`config.mk`:
```
export PLATFORM = sky130hd
export DESIGN_NAME = seq_multiplier_flat
export DESIGN_NICKNAME = d
export VERILOG_FILES = /design/src/rtl/seq_multiplier_pkg.sv /design/src/rtl/seq_multiplier_if.sv /design/src/rtl/seq_multiplier_adder.sv /design/src/rtl/seq_multiplier.sv /design/src/flat_wrapper.sv
export SDC_FILE = /design/constraint.sdc
export NUM_CORES = 1
export LEC_CHECK = 0
export ABC_AREA = 1
export CORE_MARGIN = 10
export CORE_UTILIZATION = 50
export DETAILED_ROUTE_END_ITERATION = 8
export DONT_BUFFER_PORTS = 1
export HOLD_SLACK_MARGIN = 0.08
export PLACE_DENSITY = 0.61
export SLEW_MARGIN = 15
export SYNTH_ARGS = -nofsm -noshare
export SYNTH_HDL_FRONTEND = slang
export SYNTH_SLANG_ARGS = --single-unit
```
`constraint.sdc`:
```
create_clock -name clk -period 6.2 [get_ports clk]
set_clock_uncertainty 0.15 [all_clocks]
set_input_delay 0.62 -clock clk [delete_from_list [all_inputs] [get_ports clk]]
set_output_delay 0.62 -clock clk [all_outputs]
set_load 0.005 [all_outputs]
```
`src/rtl/seq_multiplier_pkg.sv`:
```
// rtl/seq_multiplier_pkg.sv - shared state encoding and iteration constants for the iterative multiplier
package seq_multiplier_pkg;

  localparam int MUL_WIDTH = 32;
  localparam int MUL_ITERS = 32;

  typedef enum logic [1:0] {
    ST_IDLE = 2'd0,
    ST_RUN  = 2'd1,
    ST_DONE = 2'd2
  } mul_state_e;

endpackage

```
`src/rtl/seq_multiplier_if.sv`:
```
// rtl/seq_multiplier_if.sv - operation request / result bundle between the issuer and the multiplier
interface seq_multiplier_if;

  logic                                        start;
  logic                                        is_signed;
  logic [seq_multiplier_pkg::MUL_WIDTH-1:0]    a;
  logic [seq_multiplier_pkg::MUL_WIDTH-1:0]    b;
  logic                                        busy;
  logic                                        done;
  logic [2*seq_multiplier_pkg::MUL_WIDTH-1:0]  product;

  modport master (
    output start, is_signed, a, b,
    input  busy, done, product
  );

  modport slave (
    input  start, is_signed, a, b,
    output busy, done, product
  );

endinterface

```
`src/rtl/seq_multiplier_adder.sv`:
```
// rtl/seq_multiplier_adder.sv - 32-bit ripple adder with carry-out and signed overflow
module seq_multiplier_adder (
  input  logic [31:0] a_i,
  input  logic [31:0] b_i,
  input  logic        cin_i,
  output logic [31:0] f_o,
  output logic        cout_o,
  output logic        of_o
);

  assign {cout_o, f_o} = {1'b0, a_i} + {1'b0, b_i} + {32'b0, cin_i};
  assign of_o          = (a_i[31] == b_i[31]) && (f_o[31] != a_i[31]);

endmodule

```
`src/rtl/seq_multiplier.sv`:
```
// rtl/seq_multiplier.sv - radix-2 iterative 32x32->64 multiplier, unsigned shift-add or signed Booth
module seq_multiplier
  import seq_multiplier_pkg::*;
#(
  parameter int WIDTH      = 32,
  parameter bit EARLY_ZERO = 1'b1
) (
  input  logic              clk,
  input  logic              rst,
  seq_multiplier_if.slave   mul
);

  if (WIDTH != MUL_WIDTH) begin : g_width_check
    $error("seq_multiplier: WIDTH must be 32 to match the datapath adder");
  end

  localparam logic [4:0] CNT_LAST = 5'(MUL_ITERS - 1);

  mul_state_e  state_q;
  logic [4:0]  cnt_q;
  logic [31:0] m_q;
  logic [31:0] p_hi_q;
  logic [31:0] q_q;
  logic        q1_q;
  logic        sgn_q;
  logic        busy_q;
  logic        done_q;

  logic [31:0] add_b;
  logic        add_cin;
  logic [31:0] add_f;
  logic        add_cout;
  logic        add_of;
  logic        shift_in;
  logic        accept;
  logic        zero_op;

  always_comb begin
    add_b   = '0;
    add_cin = 1'b0;
    if (state_q == ST_RUN) begin
      if (!sgn_q) begin
        if (q_q[0]) add_b = m_q;
      end else begin
        case ({q_q[0], q1_q})
          2'b01:   add_b = m_q;
          2'b10: begin
            add_b   = ~m_q;
            add_cin = 1'b1;
          end
          default: add_b = '0;
        endcase
      end
    end
  end

  seq_multiplier_adder u_adder_32 (
    .a_i    (p_hi_q),
    .b_i    (add_b),
    .cin_i  (add_cin),
    .f_o    (add_f),
    .cout_o (add_cout),
    .of_o   (add_of)
  );

  // Signed mode recovers the true sign even when the partial sum overflowed (M = 0x80000000).
  assign shift_in = sgn_q ? (add_f[31] ^ add_of) : add_cout;
  assign accept   = mul.start && (state_q != ST_RUN);
  assign zero_op  = EARLY_ZERO && ((mul.a == '0) || (mul.b == '0));

  always_ff @(posedge clk or posedge rst) begin
    if (rst) begin
      state_q <= ST_IDLE;
      cnt_q   <= '0;
      m_q     <= '0;
      p_hi_q  <= '0;
      q_q     <= '0;
      q1_q    <= 1'b0;
      sgn_q   <= 1'b0;
      busy_q  <= 1'b0;
      done_q  <= 1'b0;
    end else begin
      case (state_q)
        ST_RUN: begin
          p_hi_q <= {shift_in, add_f[31:1]};
          q_q    <= {add_f[0], q_q[31:1]};
          q1_q   <= q_q[0];
          cnt_q  <= cnt_q + 5'd1;
          if (cnt_q == CNT_LAST) begin
            state_q <= ST_DONE;
            busy_q  <= 1'b0;
            done_q  <= 1'b1;
          end
        end
        default: begin
          if (accept) begin
            m_q    <= mul.a;
            q_q    <= zero_op ? '0 : mul.b;
            p_hi_q <= '0;
            q1_q   <= 1'b0;
            cnt_q  <= '0;
            sgn_q  <= mul.is_signed;
            if (zero_op) begin
              state_q <= ST_DONE;
              busy_q  <= 1'b0;
              done_q  <= 1'b1;
            end else begin
              state_q <= ST_RUN;
              busy_q  <= 1'b1;
              done_q  <= 1'b0;
            end
          end else begin
            state_q <= ST_IDLE;
            done_q  <= 1'b0;
          end
        end
      endcase
    end
  end

  assign mul.busy    = busy_q;
  assign mul.done    = done_q;
  assign mul.product = {p_hi_q, q_q};

endmodule
```
`src/flat_wrapper.sv`:
```
// flat-port wrapper written by rule: the top's interface ports become plain ports
module seq_multiplier_flat import seq_multiplier_pkg::*;
#(
  parameter int WIDTH      = 32,
  parameter bit EARLY_ZERO = 1'b1
)
  (clk, rst, mul_start, mul_is_signed, mul_a, mul_b, mul_busy, mul_done, mul_product);
  seq_multiplier_if mul_i ();
  input  logic clk;
  input  logic rst;
  input wire logic [$bits(mul_i.start)-1:0] mul_start;
  input wire logic [$bits(mul_i.is_signed)-1:0] mul_is_signed;
  input wire logic [$bits(mul_i.a)-1:0] mul_a;
  input wire logic [$bits(mul_i.b)-1:0] mul_b;
  output wire logic [$bits(mul_i.busy)-1:0] mul_busy;
  output wire logic [$bits(mul_i.done)-1:0] mul_done;
  output wire logic [$bits(mul_i.product)-1:0] mul_product;
  assign mul_i.start = mul_start;
  assign mul_i.is_signed = mul_is_signed;
  assign mul_i.a = mul_a;
  assign mul_i.b = mul_b;
  assign mul_busy = mul_i.busy;
  assign mul_done = mul_i.done;
  assign mul_product = mul_i.product;
  seq_multiplier #(.WIDTH(WIDTH), .EARLY_ZERO(EARLY_ZERO)) u_core (.clk(clk), .rst(rst), .mul(mul_i));
endmodule
```
Word-level counts from Yosys, hierarchy flattened --
Cells that the tools add are included. Widths: inputs -> output; s select.
Storage, ports and cells: bits in registers 107, input bits 68, output and inout port bits 66, word-level logic and storage cells 60
Cells by class: add/subtract/negate cells 3, equal/unequal tests 8, mux-type cells 29, bitwise logic cells 3, reductions and logical operators 8
Operator list (count):
- $mux 32 | 8
- $logic_not 32->1 | 2
- $pmux 32 s2 | 1
- $add 32x32->33 | 1
- $add 33x1->33 | 1
- $not 32->32 | 1
- $mux 1 | 14
- $mux 5 | 2
- $mux 2 | 4
- $add 5x1->5 const B | 1
- $eq 5x5->1 const B | 1
- $eq 2x1->1 const B | 2
- $reduce_and 2->1 | 2
- $eq 2x2->1 const B | 1
- $logic_and 1x1->1 | 2
- $ne 2x1->1 const B | 1
- $ne 2x2->1 const B | 1
- $reduce_bool 2->1 | 1
- $eq 1x1->1 | 1
- $logic_or 1x1->1 | 1
- $ne 1x1->1 | 1
- $not 1->1 | 1
- $xor 1x1->1 | 1

Longest topological paths before layout --
Gate-level depths: netlist (run 1).
word-level depth 11, gate-level depth with buffers 21, depth with buffers taken out 20

By module --
A second synthesis (run 1) with hierarchy kept.
Unflattened totals: cell total of the unflattened synthesis 1162, area total of the unflattened synthesis 7811.2 um2
Modules (own cells, without submodules):
- seq_multiplier | instances 1, cells each 745, area each 5607.9 um2
- seq_multiplier_adder | instances 1, cells each 417, area each 2203.4 um2

Worst setup path after synthesis (run 1) --
OpenSTA, ideal clock, no wires.
path type flip-flop to flip-flop, start register u_core.state_q[1], end register u_core.p_hi_q[17], library setup time 0.117 ns, arrival 2.808 ns, data required time 5.933 ns, path slack 3.125 ns, stages on the path, launching flop included 20, clock period less this slack 3.075 ns, path through dfrtp_1 > nor2_4 > inv_2 > nor2_2 > clkbuf_1 > o21ai_0 > fa_1 > fa_1 > inv_1 > nand2_1 > nand2_1 > nand4_1 > nand2_1 > nand2_1 > nand2_1 > nand3_1 > nand2_1 > nand2_1 > nand3_1 > nand2_1
On the way: cells in the longest elaborated chain, start to end 5, elaborated cells between the ends (all ways) 9
Ends and longest elaborated chain:
- start, declared | line seq_multiplier.sv:19 | mul_state_e state_q;
- start signal, assigned | line seq_multiplier.sv:73 | state_q <= ST_IDLE;
- start signal, assigned | line seq_multiplier.sv:90 | state_q <= ST_DONE;
- start signal, assigned | line seq_multiplier.sv:104 | state_q <= ST_DONE;
- $eq 2x1->1 | line seq_multiplier.sv:41, seq_multiplier.sv:83
- $mux 32 | line seq_multiplier.sv:41 | if (state_q == ST_RUN) begin
- $add 32x32->33 | line seq_multiplier_adder.sv:11 | assign {cout_o, f_o} = {1'b0, a_i} + {1'b0, b_i} + {32'b0, cin_i};
- $add 33x1->33 | line seq_multiplier_adder.sv:11
- $mux 32 | line seq_multiplier.sv:83 | case (state_q)
- end signal, assigned | line seq_multiplier.sv:85 | p_hi_q <= {shift_in, add_f[31:1]};
- end, declared | line seq_multiplier.sv:22 | logic [31:0] p_hi_q;
Several ways; a longest one is shown, not always the timed one. A chain may end at the register's enable or synchronous reset.

Final worst setup path (run 1) --
Ends and elaborated chain as after synthesis.

==> results of run 1 <==
==> worst paths after layout <==
check	start	end	slack (ns)	depth (start not counted)
setup / recovery	u_core.state_q[1]	u_core.p_hi_q[17]	2.12	19
hold / removal	mul_a[26]	u_core.m_q[26]	0.23	2
setup reg to reg	u_core.state_q[1]	u_core.p_hi_q[17]	2.12	19
hold reg to reg	u_core.cnt_q[4]	u_core.cnt_q[4]	0.36	1
max in group asynchronous	rst	u_core.m_q[14]	3.99	3
min in group asynchronous	rst	u_core.q_q[8]	0.67	2
==> cell families after synthesis <==
family	Yosys count
AND/OR/NAND/NOR	651
buffers and inverters	206
AO/OA/AOI/OAI	156
flip-flops	106
adder cells (fa/ha/maj)	35
XOR/XNOR	2
==> sequential cells by signal (all words and copies together), names as in the netlist <==
register and flops:
u_core.sgn_q 1, u_core.p_hi_q 32, u_core.state_q 2, u_core.q_q 32
u_core.m_q 32, u_core.q1_q 1, u_core.cnt_q 5, u_core.mul.busy 1
==> layer usage <==
layer	vias up	global-route usage	part of all wire
li1	3634	-	-
met5	-	0	0
met3	24	0.0571	0.087
met4	0	0.0661	0.018
met1	3254	0.293	0.45
met2	233	0.333	0.45
==> placed cells by master, fill, tap and decap left out, types with 2 or more instances in the layout <==
master       n
o21ai_0     75
a22o_1       2
a21oi_2      2
clkbuf_16    9
or2_2        4
clkbuf_1     2
inv_6        3
nor3_1       5
a21oi_1     38
fa_1         2
buf_4        9
nor2_2       9
dfrtp_1    106
nand2_1    369
nor3_2       2
inv_2        3
nand3_1    119
o21ai_1      7
nor4_1       6
a32o_1       4
nor2_4       6
ha_1        33
nand4_1     13
inv_1      160
nand2_2     18
nor2_1      90
nand3b_1     2
o21bai_1    16
nand3_2      3
o22ai_1     11
==> power by group <==
group | switching (mW) | internal (mW)
sequential | 0.303 | 1.02
combinational | 1.85 | 0.943
clock | 0.286 | 0.281
total | 2.44 | 2.25
==> metrics by stage <==
| step | instance area [um^2] | total power [mW] | utilization |
|---|---|---|---|
| finish | 8040 | 4.69 | 0.533 |
| global route | 8040 | 5.19 | 0.533 |
| CTS | 8040 | 4.72 | 0.533 |
| detailed placement | 7750 | 4.13 | 0.514 |
| global placement | 7750 | 4.11 | 0.514 |
| floorplan | 7630 | 3.41 | - |
==> layout make-up <==
class	count	area (um^2)
fillers	1611	7050
multi-input cells	844	4180
flip-flops and latches	106	2650
inverters	164	618
well taps	188	235
clock buffers	11	233
repair buffers	10	77.6
clock inverters	5	45.0
==> repair_timing <==
action,CTS,global route
setup endpoints to repair,0,0
hold buffers,1,0
setup buffers,0,0
endpoints found under the hold margin,24,0
==> impl_metrics.json, run 1 <==
{
  "cts_tree": "yes",
  "maxCapViolations": 0,
  "synthDistinctLibCells": 42,
  "synth_fa_ha_area_frac": 0.0593,
  "syn_nets": 1259,
  "cts_buffers": 9,
  "synth_top_cell_area_share": 0.348,
  "synth_xor_area_frac": 0.00230,
  "synth_common_cells": "nand2_1, inv_1, nand3_1, dfrtp_1, nor2_1",
  "port_buffers": 0,
  "pre_cts_slack_ns": 2.15,
  "synth-simple-area-share": 0.369,
  "slowest_delay_ns": 0.54,
  "synth-edff-count": 0,
  "grt_pass1_wl_mm": 35.8,
  "place_congestion": 0.921,
  "netlist_instances": 1156,
  "ioPinCount": 134,
  "cts_num_sinks": 106,
  "async_flop_share": 1.00,
  "dp_cells": 1311,
  "p_leak_nw": 4.24,
  "critical_path_class": "reg -> reg",
  "fin_cells": 1328,
  "drc_errors": 0,
  "yosys_warnings": 0,
  "hold_class": "in -> reg",
  "synth.area.top_cells": "dfrtp_1, nand2_1, inv_1",
  "grt_pass1_vias": 6722,
  "status": "finished clean",
  "min_period_ns": 4.08,
  "yosysTopAreaCell": "dfrtp_1",
  "grt-ovfl-total": 0,
  "root_buffer": "clkbuf_16",
  "fin_nets": 1238,
  "ys_seq_elements": 106,
  "path_buf_inv": 2,
  "muxShareOfSynthArea": 0,
  "avgSynthCellArea_um2": 6.60,
  "grt_max_degree": 80,
  "synthFlopType": "dfrtp_1",
  "num_rows": 45,
  "hold_viol_final": 0,
  "drt-initial-drc-count": 540,
  "grt_use_total": 0.217,
  "start_kind": "flip-flop",
  "viasPerCell": 5.38,
  "wl_per_cell_um": 16.7,
  "tightest_slew_ns": 0.992,
  "crit_path_frequent_cell": "nand2_1",
  "final_antenna_net_count": 0,
  "core_um2": 15100,
  "antennaDiodeCount": 0,
  "worst_ep_arrival_time_ns": 4.18,
  "wirelength_mm": 22.2,
  "fp.dieH_um": 144,
  "holdWs_ns": 0.233,
  "crit_family": "simple AND/OR/NAND/NOR gates",
  "die_w_um": 144,
  "yosysMostFrequentCell": "nand2_1",
  "synth_top_family_by_area": "simple AND/OR/NAND/NOR gates",
  "worstSetupEndpointType": "flip-flop",
  "rsz0062_at_grt": "no",
  "yosysSeqAreaShare": 0.348,
  "start_util": 0.506,
  "fin_crit_sh": 0.659,
  "synth_compound_area_frac": 0.114,
  "antenna_found_initial": 0,
  "fmax_ghz": 0.245,
  "cp_slowest_cell": "nand2_1",
  "cts.reportedPaths.clkPinSlew_ns": 0.08,
  "setup_tns_ns": 0,
  "insertion_delay_ns": 0.36,
  "hpwlAfterDp_mm": 16.8,
  "clock_path_buffers": 2,
  "critPathRequiredTime_ns": 6.30,
  "maxSlewViolCount": 0,
  "num_vias": 7145,
  "final.setup.worst_slack_ns": 2.12,
  "areaGrowthSynthToFinish_pct": 5.31,
  "finalSetupViolCount": 0,
  "cts-resized-gates": 0,
  "peakVddDrop_mv": 0.505,
  "drive_gt1_frac": 0.0640,
  "dr.pass1.iters": 7,
  "htreeDepth": 3,
  "cp_cell_sequence": "nor2_4 > buf_4 > nand2_1 > nor2_1 > o21ai_0 > fa_1 > fa_1 > inv_1 > nand2_1 > nand2_1 > nand4_1 > nand2_1 > nand2_1 > nand2_1 > nand3_1 > nand2_1 > nand2_1 > nand3_1 > nand2_1",
  "path_max_fanout": 52,
  "die-area_um2": 20600,
  "pwr_density_cell_nw_per_um2": 583,
  "slew_headroom": 0.338,
  "syn_area_um2": 7630
}
(Power assumes the default switching activity.)
==> run 2, diff against run 1 <==
==> constraint.sdc (replaced) <==
create_clock -name clk -period 4.1 [get_ports clk]
set_clock_uncertainty 0.15 [all_clocks]
set_input_delay 0.41 -clock clk [delete_from_list [all_inputs] [get_ports clk]]
set_output_delay 0.41 -clock clk [all_outputs]
set_load 0.005 [all_outputs]
==> run 2 against run 1 <==
Against the previous run: combinational power up 56%; worst setup slack worse by 1.5 ns; register-to-register slack worse by 1.5 ns; clock power up 57%; sequential power up 51%; core utilization up 4.7 points; via count up 4.9%; largest power group unchanged; critical path depth down 3; flip-flop and latch count unchanged; non-clock buffer count up 71; power up 55%.
==> impl_metrics.json, run 2 (same netlist as run 1, synthesis figures left out) <==
{
  "p_sw_frac": 0.519,
  "root_buffer": "clkbuf_16",
  "num_rows": 45,
  "viasPerCell": 5.36,
  "ff_latch_area_um2": 2650,
  "p_clk_frac": 0.122,
  "postCtsSetupBuffers": 0,
  "crit_path_frequent_cell": "nand2_1",
  "core_um2": 15100,
  "die_w_um": 144,
  "critical_path_class": "reg -> reg",
  "cts_num_sinks": 106,
  "p_leak_nw": 4.55,
  "cts_tree": "yes",
  "grt_max_degree": 60,
  "antennaDiodeCount": 0,
  "slowest_delay_ns": 0.47,
  "ctsHoldBuffers": 65,
  "fin_nets": 1309,
  "cp_cell_sequence": "nor2_4 > inv_2 > nor2_2 > o21ai_0 > fa_1 > fa_1 > inv_1 > nand2_1 > nand2_1 > nand4_1 > nand2_1 > nand2_1 > nand2_2 > nand2_2 > a21oi_1 > o21ai_1",
  "final.setup.worst_slack_ns": 0.658,
  "setup_tns_ns": 0,
  "crit_family": "simple AND/OR/NAND/NOR gates",
  "start_util": 0.506,
  "insertion_delay_ns": 0.36,
  "areaGrowthSynthToFinish_pct": 14.7,
  "final_common_cell": "nand2_1",
  "drc_errors": 0,
  "maxSlewViolCount": 0,
  "antenna_found_initial": 0,
  "fin_crit_sh": 0.840,
  "cts_buffers": 9,
  "multiInputGateArea_um2": 4180,
  "min_period_ns": 3.44,
  "die-area_um2": 20600,
  "num_vias": 7495,
  "dp_cells": 1318,
  "port_buffers": 0,
  "maxCapViolations": 0,
  "place_area_um2": 7800,
  "ioPinCount": 134,
  "drt-initial-drc-count": 425,
  "holdWs_ns": 0.0993,
  "seqPwrFrac": 0.277,
  "wirelength_mm": 23.7,
  "peakVddDrop_mv": 0.470,
  "hpwlAfterDp_mm": 17.0,
  "hold_viol_final": 0,
  "pre_cts_slack_ns": 0.691,
  "start_kind": "flip-flop",
  "tightest_slew_ns": 1.02,
  "grt_pass1_vias": 7394,
  "dr.pass1.iters": 6,
  "place_congestion": 0.927,
  "drive_gt1_frac": 0.0677,
  "fin_area_um2": 8750,
  "wl_per_cell_um": 16.9,
  "worstSetupEndpointType": "flip-flop",
  "pwr_density_cell_nw_per_um2": 830,
  "fillCellCount": 1482,
  "path_max_fanout": 13,
  "path_buf_inv": 2,
  "final_cell_mix": "nand2_1, inv_1, nand3_1, dfrtp_1, nor2_1",
  "rsz0062_at_grt": "no",
  "cts-resized-gates": 0,
  "clock_path_buffers": 2,
  "final_antenna_net_count": 0,
  "cts.reportedPaths.clkPinSlew_ns": 0.08,
  "slew_headroom": 0.317,
  "fin_cells": 1399,
  "grt_pass1_wl_mm": 38.1,
  "critPathRequiredTime_ns": 4.19,
  "status": "finished clean",
  "fmax_ghz": 0.291,
  "p_comb_frac": 0.601,
  "power.internal_mw": 3.49,
  "hold_class": "in -> reg",
  "fp.dieH_um": 144,
  "worst_ep_arrival_time_ns": 3.54,
  "finalSetupViolCount": 0,
  "grt-ovfl-total": 0,
  "grt_use_total": 0.230,
  "largestRegisters": "u_core.m_q x32, u_core.p_hi_q x32, u_core.q_q x32",
  "switchingPower_mw": 3.77,
  "cp_slowest_cell": "fa_1",
  "htreeDepth": 3
}
-- run 2: area by class of cell --
class / instances / share of cell area
Clock buffer: 10 / 0.0273
Tap cell: 188 / 0.0269
Clock inverter: 6 / 0.00672
Sequential cell: 106 / 0.303
Multi-Input combinational cell: 844 / 0.477
Inverter: 164 / 0.0706
Timing Repair Buffer: 81 / 0.0881
-- run 2: through the flow --
stage / total power [mW] / utilization
2_1_floorplan: 5.16 / -
3_3_place_gp: 6.24 / 0.517
3_5_place_dp: 6.30 / 0.517
4_1_cts: 7.26 / 0.580
5_1_grt: 7.98 / 0.580
6_report: 7.26 / 0.580
-- run 2: power by group through the flow --
stage	Sequential (mW)	Combinational, mW	Clock, mW
2_1_floorplan	1.86	3.29	0
3_3_place_gp	2.04	4.20	0
3_5_place_dp	2.04	4.27	0
4_1_cts	2.02	4.34	0.900
5_1_grt	2.09	4.95	0.943
6_report	2.01	4.36	0.889
-- run 2: final timing paths --
check,from,end,slack (ns),depth (start not counted)
max in group asynchronous,rst,u_core.m_q[13],2.42,3
setup reg to reg,u_core.state_q[1],u_core.p_hi_q[29],0.66,16
hold / removal,mul_a[15],u_core.m_q[15],0.1,2
min in group asynchronous,rst,u_core.m_q[22],0.51,2
setup / recovery,u_core.state_q[1],u_core.p_hi_q[29],0.66,16
hold reg to reg,u_core.cnt_q[4],u_core.cnt_q[4],0.37,1
-- run 2: per-layer routing --
metal | vias up | wire, um | GRT usage
met3 | 28 | 1810 | 0.0568
met1 | 3442 | 10500 | 0.300
li1 | 3777 | - | -
met4 | 0 | 498 | 0.0768
met5 | - | 0 | 0
met2 | 248 | 10800 | 0.366
==> run 3, diff against run 2 <==
--- a/config.mk
+++ b/config.mk
@@ -11,7 +11,7 @@
 export DETAILED_ROUTE_END_ITERATION = 8
 export DONT_BUFFER_PORTS = 1
 export HOLD_SLACK_MARGIN = 0.08
-export PLACE_DENSITY = 0.61
+export PLACE_DENSITY = 0.64
 export SLEW_MARGIN = 15
 export SYNTH_ARGS = -nofsm -noshare
 export SYNTH_HDL_FRONTEND = slang
==> constraint.sdc (replaced) <==
create_clock -name clk -period 2.8 [get_ports clk]
set_clock_uncertainty 0.15 [all_clocks]
set_input_delay 0.28 -clock clk [delete_from_list [all_inputs] [get_ports clk]]
set_output_delay 0.28 -clock clk [all_outputs]
set_load 0.005 [all_outputs]
==> run 3 against run 2 <==
Against the previous run: the run now ends with setup timing left; fmax grew 22%; first-iteration DRC count grew 35%; flip-flop and latch count is the same; design area grew 12%; clock power grew 54%; combinational power grew 83%; largest power group unchanged; routed wire length grew 2.3%; critical path depth grew 4.
==> impl_metrics.json, run 3 (same netlist as run 1, synthesis figures left out) <==
{
  "htreeDepth": 3,
  "dp_cells": 1356,
  "p_leak_nw": 4.88,
  "min_period_ns": 2.82,
  "worst_ep_arrival_time_ns": 2.91,
  "holdWs_ns": 0.121,
  "drive_gt1_frac": 0.169,
  "largestRegisters": "u_core.m_q x32, u_core.p_hi_q x32, u_core.q_q x32",
  "critPathRequiredTime_ns": 2.90,
  "critical_path_class": "reg -> reg",
  "finalSetupViolCount": 1,
  "areaGrowthSynthToFinish_pct": 28.5,
  "total_power_mw": 12.4,
  "grt-ovfl-total": 0,
  "fp.dieH_um": 144,
  "fin_nets": 1364,
  "num_rows": 45,
  "die_w_um": 144,
  "r2r.worst_path.cells": 20,
  "num_vias": 7892,
  "grt_use_total": 0.227,
  "grt_max_degree": 72,
  "cts_num_sinks": 106,
  "maxSlewViolCount": 0,
  "fmax_ghz": 0.355,
  "cts_buffers": 9,
  "root_buffer": "clkbuf_16",
  "rsz0062_at_grt": "yes",
  "fin_area_um2": 9810,
  "final_common_cell": "nand2_1",
  "port_buffers": 0,
  "reg2reg_slack_ns": -0.02,
  "insertion_delay_ns": 0.35,
  "crit_end": "u_core.p_hi_q[17]",
  "ioPinCount": 134,
  "maxCapViolations": 0,
  "hold_class": "in -> reg",
  "fin_cells": 1454,
  "antennaDiodeCount": 0,
  "drt-initial-drc-count": 575,
  "status": "complete, but fails checks",
  "dr.pass1.iters": 5,
  "wl_per_cell_um": 16.7,
  "grt_pass1_wl_mm": 37.6,
  "path_max_fanout": 4,
  "place_congestion": 0.961,
  "peakVddDrop_mv": 0.666,
  "pwr_density_cell_nw_per_um2": 1260,
  "drc_errors": 0,
  "fin_crit_sh": 1.01,
  "clock_path_buffers": 2,
  "cts_tree": "yes",
  "tightest_slew_ns": 0.556,
  "violations": "setup timing",
  "final_cell_mix": "nand2_1, inv_1, nand3_1, dfrtp_1, nor2_1",
  "core_um2": 15100,
  "rr_endpoint": "u_core.p_hi_q[17]",
  "start_kind": "flip-flop",
  "cts.reportedPaths.clkPinSlew_ns": 0.08,
  "hold_viol_final": 0,
  "start_util": 0.506,
  "wirelength_mm": 24.2,
  "viasPerCell": 5.43,
  "final_antenna_net_count": 0,
  "grt_pass1_vias": 7438,
  "final.setup.worst_slack_ns": -0.0165,
  "place_area_um2": 8120,
  "antenna_found_initial": 0,
  "r2r_start": "u_core.q_q[0]",
  "slew_headroom": 0.629,
  "worstSetupEndpointType": "flip-flop",
  "hpwlAfterDp_mm": 17.0,
  "worstSetupStartpoint": "u_core.q_q[0]",
  "die-area_um2": 20600
}
run 3: cell count changes in the layout (fill, tap and decap cells not counted), moves of 6 or more:
cell / before / now
nand2_4: 0 / 7
nand3_1: 119 / 113
nand2_2: 18 / 34
ha_4: 0 / 21
dlygate4sd3_1: 65 / 73
ha_1: 33 / 7
a21oi_1: 38 / 26
buf_4: 16 / 50
nand2_1: 369 / 346
a21oi_2: 2 / 14
buf_6: 0 / 7
nand3_2: 3 / 9
run 3: area by class of cell:
class | instances | area [um^2]
inverters | 164 | 622
clock buffers | 12 | 256
flip-flops and latches | 106 | 2650
repair buffers | 136 | 1310
fillers | 1318 | 5280
multi-input cells | 844 | 4680
well taps | 188 | 235
clock inverters | 4 | 57.6
run 3: power breakdown:
group	internal, mW	switching [mW]	leakage (nW)
Combinational	3.34	4.63	3.41
Clock	0.754	0.619	0.151
Sequential	2.27	0.770	1.33
run 3: how the worst min path moves through the flow:
stage          startpoint  slack [ns]  cells after the start             end
2_1_floorplan    mul_a[0]        0.25                      2   u_core.m_q[0]
3_3_place_gp          rst       -0.10                      1  u_core.q_q[29]
3_5_place_dp          rst       -0.10                      1  u_core.q_q[30]
4_1_cts         mul_start        0.11                      4   u_core.q_q[9]
5_1_grt               rst        0.13                      2  u_core.q_q[29]
6_report        mul_start        0.12                      4   u_core.q_q[9]
run 3: repair_timing:
| item | 4_1_cts | 5_1_grt |
|---|---|---|
| setup endpoints to repair | 9 | 25 |
| pin swaps | 10 | 20 |
| hold buffers | 73 | 0 |
| gates resized for setup | 8 | 109 |
| setup buffers | 2 | 6 |
| hold endpoints to repair | 178 | 0 |
| gates cloned | 0 | 2 |
run 3: worst max-delay path: stages (launching register included):
cell and delay, ns:
dfrtp_2 0.42, inv_2 0.06, nor2_4 0.15, buf_12 0.14, nand2_4 0.05, nand3_2 0.08, o21ai_2 0.06, fa_2 0.36
fa_2 0.35, inv_2 0.07, nand2_2 0.06, nand2_2 0.08, nand4_1 0.09, nand2_2 0.13, nand2_2 0.07, nand2_4 0.09
nand3_2 0.07, nand2_1 0.07, nand2_1 0.04, nand3_1 0.07, nand2_1 0.05
run 3: per-layer routing:
metal,global-route usage,up-vias,part of all wire
li1,-,3894,-
met3,0.0640,28,0.090
met1,0.285,3661,0.41
met2,0.368,309,0.48
met5,0,-,0
met4,0.0688,0,0.019
run 3: metrics by stage:
| step | util | TNS [ns] | setup WS, ns |
|---|---|---|---|
| finish | 0.650 | -0.0165 | -0.0165 |
| global route | 0.650 | -2.37 | -0.214 |
| CTS | 0.609 | -0.000680 | -0.000680 |
| detailed placement | 0.538 | -0.0966 | -0.0249 |
| global placement | 0.538 | 0 | 0.0266 |
| floorplan | - | 0 | 0.0157 |
